## config.mk

```make
export PLATFORM = sky130hd
export DESIGN_NAME = bus_scheduler_flat
export DESIGN_NICKNAME = d
export VERILOG_FILES = /design/src/rtl/bus_scheduler_if.sv /design/src/rtl/bus_scheduler.sv /design/src/flat_wrapper.sv
export SDC_FILE = /design/constraint.sdc
export NUM_CORES = 1
export LEC_CHECK = 0
export CAP_MARGIN = 40
export CORE_MARGIN = 2
export CORE_UTILIZATION = 60
export CTS_BUF_LIST = sky130_fd_sc_hd__clkbuf_16
export DETAILED_ROUTE_END_ITERATION = 6
export PLACE_DENSITY = 0.81
export RECOVER_POWER = 50
export REMOVE_ABC_BUFFERS = 1
export SKIP_CTS_REPAIR_TIMING = 1
export SYNTH_ARGS = -nofsm -noshare
export SYNTH_HDL_FRONTEND = slang
export SYNTH_SLANG_ARGS = --single-unit
```

## constraint.sdc

```tcl
create_clock -name clk -period 5.2 [get_ports clk]
set_input_delay 1.04 -clock clk [delete_from_list [all_inputs] [get_ports clk]]
set_output_delay 1.04 -clock clk [all_outputs]
set_load 0.02 [all_outputs]
```

## src/rtl/bus_scheduler_if.sv

```systemverilog
// Bus scheduler signal bundle: DMA request lines and slave strobe in,
// one-hot grant, busy flag and watchdog error reporting out.
interface bus_scheduler_if;
  logic [7:0] dma;
  logic       ready;
  logic [7:0] grant;
  logic       req;
  logic       timeout_err;
  logic [2:0] err_id;

  // Scheduler side: samples requests and slave strobe, drives grants.
  modport master (
    input  dma,
    input  ready,
    output grant,
    output req,
    output timeout_err,
    output err_id
  );

  // Environment side: DMA masters and slave.
  modport slave (
    output dma,
    output ready,
    input  grant,
    input  req,
    input  timeout_err,
    input  err_id
  );
endinterface

```

## src/rtl/bus_scheduler.sv

```systemverilog
// Round-robin scheduler for eight DMA masters. Each tenure is capped at
// MAX_BURST ready strobes; a watchdog aborts a tenure after TIMEOUT busy
// cycles without ready. All outputs come straight from registers.
module bus_scheduler #(
  parameter int unsigned MAX_BURST = 4,
  parameter int unsigned TIMEOUT   = 255
) (
  input  logic                   clk,
  input  logic                   clr,
  bus_scheduler_if.master        bus
);

  typedef enum logic {
    IDLE = 1'b0,
    BUSY = 1'b1
  } state_t;

  localparam logic [7:0]  BURST_LIM = 8'(MAX_BURST);
  localparam logic [15:0] WDOG_LIM  = 16'(TIMEOUT);

  state_t      state;
  logic [2:0]  ptr;
  logic [2:0]  owner;
  logic [7:0]  burst_cnt;
  logic [15:0] wdog;
  logic [7:0]  grant_q;
  logic        timeout_q;
  logic [2:0]  err_id_q;

  logic [2:0]  sel;
  logic        sel_found;
  logic [2:0]  idx;
  logic        owner_req;
  logic [7:0]  burst_nxt;
  logic [15:0] wdog_nxt;
  logic        wdog_fire;
  logic        release_now;

  // Rotating-priority pick: first requesting master at or after ptr.
  always_comb begin
    sel       = '0;
    sel_found = 1'b0;
    idx       = '0;
    for (int unsigned i = 0; i < 8; i++) begin
      idx = ptr + 3'(i);
      if (!sel_found && bus.dma[idx]) begin
        sel       = idx;
        sel_found = 1'b1;
      end
    end
  end

  // Tenure-end decision while BUSY; ready takes precedence over the
  // watchdog, and burst-limit plus withdrawal collapse into one release.
  always_comb begin
    owner_req   = bus.dma[owner];
    burst_nxt   = burst_cnt + 8'd1;
    wdog_nxt    = wdog + 16'd1;
    wdog_fire   = !bus.ready && owner_req && (wdog_nxt == WDOG_LIM);
    release_now = bus.ready ? ((burst_nxt == BURST_LIM) || !owner_req)
                            : (!owner_req || wdog_fire);
  end

  // Scheduler FSM with registered grant and error outputs.
  always_ff @(posedge clk or negedge clr) begin
    if (!clr) begin
      state     <= IDLE;
      ptr       <= '0;
      owner     <= '0;
      burst_cnt <= '0;
      wdog      <= '0;
      grant_q   <= '0;
      timeout_q <= 1'b0;
      err_id_q  <= '0;
    end else begin
      timeout_q <= 1'b0;
      case (state)
        IDLE: begin
          if (sel_found) begin
            owner     <= sel;
            grant_q   <= 8'(1) << sel;
            burst_cnt <= '0;
            wdog      <= '0;
            state     <= BUSY;
          end
        end
        BUSY: begin
          if (release_now) begin
            state     <= IDLE;
            grant_q   <= '0;
            ptr       <= owner + 3'd1;
            burst_cnt <= '0;
            wdog      <= '0;
            if (wdog_fire) begin
              timeout_q <= 1'b1;
              err_id_q  <= owner;
            end
          end else if (bus.ready) begin
            burst_cnt <= burst_nxt;
            wdog      <= '0;
          end else begin
            wdog <= wdog_nxt;
          end
        end
        default: begin
          state   <= IDLE;
          grant_q <= '0;
        end
      endcase
    end
  end

  assign bus.grant       = grant_q;
  assign bus.req         = |grant_q;
  assign bus.timeout_err = timeout_q;
  assign bus.err_id      = err_id_q;

endmodule

```

## src/flat_wrapper.sv

```systemverilog
// flat-port wrapper written by rule: the top's interface ports become plain ports
module bus_scheduler_flat 
#(
  parameter int unsigned MAX_BURST = 4,
  parameter int unsigned TIMEOUT   = 255
)
  (clk, clr, bus_dma, bus_ready, bus_grant, bus_req, bus_timeout_err, bus_err_id);
  bus_scheduler_if bus_i ();
  input  logic clk;
  input  logic clr;
  input wire logic [$bits(bus_i.dma)-1:0] bus_dma;
  input wire logic [$bits(bus_i.ready)-1:0] bus_ready;
  output wire logic [$bits(bus_i.grant)-1:0] bus_grant;
  output wire logic [$bits(bus_i.req)-1:0] bus_req;
  output wire logic [$bits(bus_i.timeout_err)-1:0] bus_timeout_err;
  output wire logic [$bits(bus_i.err_id)-1:0] bus_err_id;
  assign bus_i.dma = bus_dma;
  assign bus_i.ready = bus_ready;
  assign bus_grant = bus_i.grant;
  assign bus_req = bus_i.req;
  assign bus_timeout_err = bus_i.timeout_err;
  assign bus_err_id = bus_i.err_id;
  bus_scheduler #(.MAX_BURST(MAX_BURST), .TIMEOUT(TIMEOUT)) u_core (.clk(clk), .clr(clr), .bus(bus_i));
endmodule
```

==> flow_metrics.py <==
metrics = {
    "outcome": {
        "status": "complete, no violations",
    },
    "yosys": {
        "ys_ff_latch": 43,
        "synth_seq_area_share_pct": 32.6,
        "synth.avg_cell_area_sq_um": 8.87,
        "synth_ff_type": "dfrtp_1",
        "synth.distinct_cells": 70,
        "synth-edff-count": 0,
        "synth_warnings": 0,
        "synth_common_cells": "dfrtp_1, nand2_1, nor2_1",
        "netlist_top_cells_area": "dfrtp_1, mux2i_1, mux4_2",
        "netlist.area_leader.share_pct": 32.6,
        "syn-cell-area_sq_um": 3300,
        "ys_async_sr_fraction_pct": 100,
        "yosys.area.top_type": "dfrtp_1",
        "synthCells": 372,
        "yosysMostFrequentCell": "dfrtp_1",
    },
    "power": {
        "vdd_drop_max_mv": 0.299,
        "finalPower_mw": 2.25,
        "power_frac_clock_pct": 18.0,
        "swShare_pct": 45.6,
        "p_int_mw": 1.23,
        "p_leak_nw": 1.58,
        "power.share.sequential_pct": 21.6,
        "power.density_nw_per_um2": 602,
        "power.switching_mw": 1.03,
        "power_frac_comb_pct": 60.4,
    },
    "grt": {
        "grt_overflow": 0,
        "grtUsageTotal_pct": 27.2,
        "grt_pass1_vias": 2788,
        "grt_pass1_wl_microns": 13400,
        "grt_max_degree": 27,
        "antenna_found_initial": 0,
    },
    "clock_network": {
        "htreeDepth": 2,
        "cts_buffers": 5,
        "cts-root-buf": "clkbuf_16",
        "tritoncts": "built",
        "cts.sinks": 43,
        "clk_latency_ns": 0.28,
        "clk_pin_slew_worst_paths_ns": 0.06,
        "clk_path_buf_depth": 2,
    },
    "placed_design": {
        "dpl.hpwl_microns": 5610,
        "dp_slack_ns": 1.08,
        "dpl_cell_area_sq_um": 3570,
        "routabilityCongestion": 0.943,
        "dp.cells": 454,
        "portBuffers": 23,
    },
    "worst_setup_path": {
        "slowest_delay_ns": 0.74,
        "r2r_end": "u_core.burst_cnt[1]$_DFFE_PN0P_",
        "start_kind": "flip-flop",
        "r2r_cells": 10,
        "crit_family": "compound AO/OA/AOI/OAI gates",
        "cp_cell_sequence": "inv_1 > ha_1 > mux2i_1 > o221ai_1 > or4_4 > a21boi_2 > a41o_1 > nand2b_1 > o21ai_1 > a22o_1",
        "worstPathRequired_ns": 5.42,
        "crit-reg2reg-launch": "u_core.ptr[1]$_DFFE_PN0P_",
        "slowest_stage": "ha_1",
        "cp-end-kind": "flip-flop",
        "critPathMaxFanout": 18,
        "crit_type": "flip-flop to flip-flop",
        "arrival_ns": 4.27,
        "crit_buf_inv": 1,
        "r2r_slack_ns": 1.15,
    },
    "sta": {
        "maxSlewViolCount": 0,
        "worst_pin_slew_ns": 1.37,
        "setup-tns-final_ns": 0,
        "fmax_ghz": 0.247,
        "skew_ns": 0.00366,
        "max_slew_margin_pct": 8.40,
        "period_needed_ns": 4.05,
        "hold_slack_ns": 0.486,
        "fin_ws_ns": 1.15,
        "setup_viol": 0,
        "rsz0062_at_grt": "false",
        "fin_crit_sh_pct": 77.8,
        "hold_violations": 0,
    },
    "min_path": {
        "hold_path_depth": 1,
        "hp-start": "u_core.burst_cnt[7]$_DFFE_PN0P_",
        "min_to": "u_core.burst_cnt[7]$_DFFE_PN0P_",
        "hp-class": "flip-flop to flip-flop",
    },
    "die": {
        "core_sq_um": 5410,
        "fp.dieH_microns": 78.2,
        "ios": 24,
        "start_util_pct": 61.1,
        "dieWidth_microns": 78.2,
        "dieArea_sq_um": 6110,
        "rows": 27,
    },
    "detailed_routing": {
        "drt_iter0_drc": 189,
        "detail_route.first_pass.iterations": 5,
        "dr_total_vias": 2985,
        "ant_nets": 0,
        "wirelength_microns": 7810,
        "route.detailed.drc": 0,
        "drt-vias-per-instance": 6.46,
        "wire_per_inst_microns": 16.9,
    },
    "final_layout": {
        "multi_input_area_sq_um": 2050,
        "antennaDiodeCount": 0,
        "stdcell_count": 462,
        "design_area_sq_um": 3740,
        "area_delta_synth_final_pct": 13.5,
        "seq_area_sq_um": 1080,
        "drive_gt1_share_pct": 11.0,
        "fill_cells": 446,
        "fin_util_pct": 69.3,
        "num-nets-final": 406,
    },
    "job": {
        "cap_violations": 0,
    },
}
-- worst max-delay path by stage --
stage                               from                              end  slack, ns  cells past startpoint
4_1_cts        u_core.ptr[1]$_DFFE_PN0P_  u_core.burst_cnt[1]$_DFFE_PN0P_       1.21                     10
5_1_grt        u_core.ptr[1]$_DFFE_PN0P_  u_core.burst_cnt[1]$_DFFE_PN0P_       0.83                     10
3_5_place_dp                  bus_dma[7]  u_core.burst_cnt[1]$_DFFE_PN0P_       1.08                      9
3_3_place_gp                  bus_dma[5]  u_core.burst_cnt[3]$_DFFE_PN0P_       1.20                      9
2_1_floorplan  u_core.ptr[0]$_DFFE_PN0P_  u_core.burst_cnt[6]$_DFFE_PN0P_       1.56                     10
6_report       u_core.ptr[1]$_DFFE_PN0P_  u_core.burst_cnt[1]$_DFFE_PN0P_       1.15                     10
-- registers in the layout, summed over array words and instances, names as in the netlist --
signal and flops:
u_core.wdog 16, u_core.burst_cnt 8, u_core.bus.grant 8, u_core.bus.err_id 3, u_core.owner 3, u_core.ptr 3, u_core.bus.timeout_err 1, u_core.state 1
-- cells in the final DEF, fill, tap and decap left out, drive strengths merged, types with 3 or more instances in the layout --
cell / Yosys / layout
a22o: 4 / 4
nor4: 4 / 4
mux2: 7 / 7
nand2: 34 / 34
or2: 3 / 3
mux2i: 22 / 22
inv: 20 / 20
mux4: 7 / 7
o32ai: 5 / 5
nand3: 14 / 14
clkbuf: 8 / 7
and3: 6 / 6
o21ai: 22 / 22
nand4: 4 / 4
dlygate4sd3: 0 / 6
nor3: 6 / 6
nor2: 34 / 34
nor2b: 8 / 8
dfrtp: 43 / 43
a31oi: 19 / 19
buf: 10 / 4
a21oi: 19 / 19
a32o: 4 / 4
ha: 6 / 6
a21o: 3 / 3
clkdlybuf4s50: 0 / 16
or3: 9 / 9
o211ai: 5 / 5
xnor2: 4 / 4
o21a: 3 / 3
nand2b: 5 / 5
-- routing by layer --
metal | routed length (microns) | track usage [%] | share of wire, %
met1 | 3490 | 37.2 | 45
met4 | 206 | 10.9 | 2.6
met3 | 309 | 3.68 | 4.0
met5 | 0 | 0 | 0
met2 | 3800 | 43.9 | 49
-- cells by family (layout without fill, tap and decap cells) --
| kind of cell | Yosys count | after routing | share of synthesized area [%] |
|---|---|---|---|
| xor+xnor | 6 | 6 | 1.59 |
| buf+inv | 38 | 56 | 5.19 |
| simple gates | 138 | 138 | 21.9 |
| fa+ha+maj | 6 | 6 | 2.27 |
| compound gates | 105 | 105 | 21.6 |
| mux | 36 | 36 | 14.8 |
| flops | 43 | 43 | 32.6 |
-- cell type report --
| class | count | area share, % |
|---|---|---|
| Tap cell | 72 | 2.41 |
| Sequential cell | 43 | 28.7 |
| Multi-Input combinational cell | 291 | 54.8 |
| Clock buffer | 5 | 3.34 |
| Inverter | 20 | 2.00 |
| Timing Repair Buffer | 28 | 6.88 |
| Clock inverter | 3 | 1.80 |
-- power groups by stage --
stage                     Combinational (mW)  Sequential [mW]  Clock [mW]
after floorplan                        0.988            0.498           0
after CTS                               1.35            0.483       0.409
after detailed placement                1.33            0.491           0
after global placement                  1.30            0.490           0
after global routing                    1.49            0.498       0.423
final                                   1.36            0.486       0.405
-- worst reg2reg max path: stages, from the launching register on --
cell and delay (ns):
dfrtp_1 0.59, inv_1 0.13, ha_1 0.74, mux2i_1 0.31, o221ai_1 0.20, or4_4 0.61, a21boi_2 0.25, a41o_1 0.39
nand2b_1 0.32, o21ai_1 0.25, a22o_1 0.19
Power figures use the tool's default switching activity.
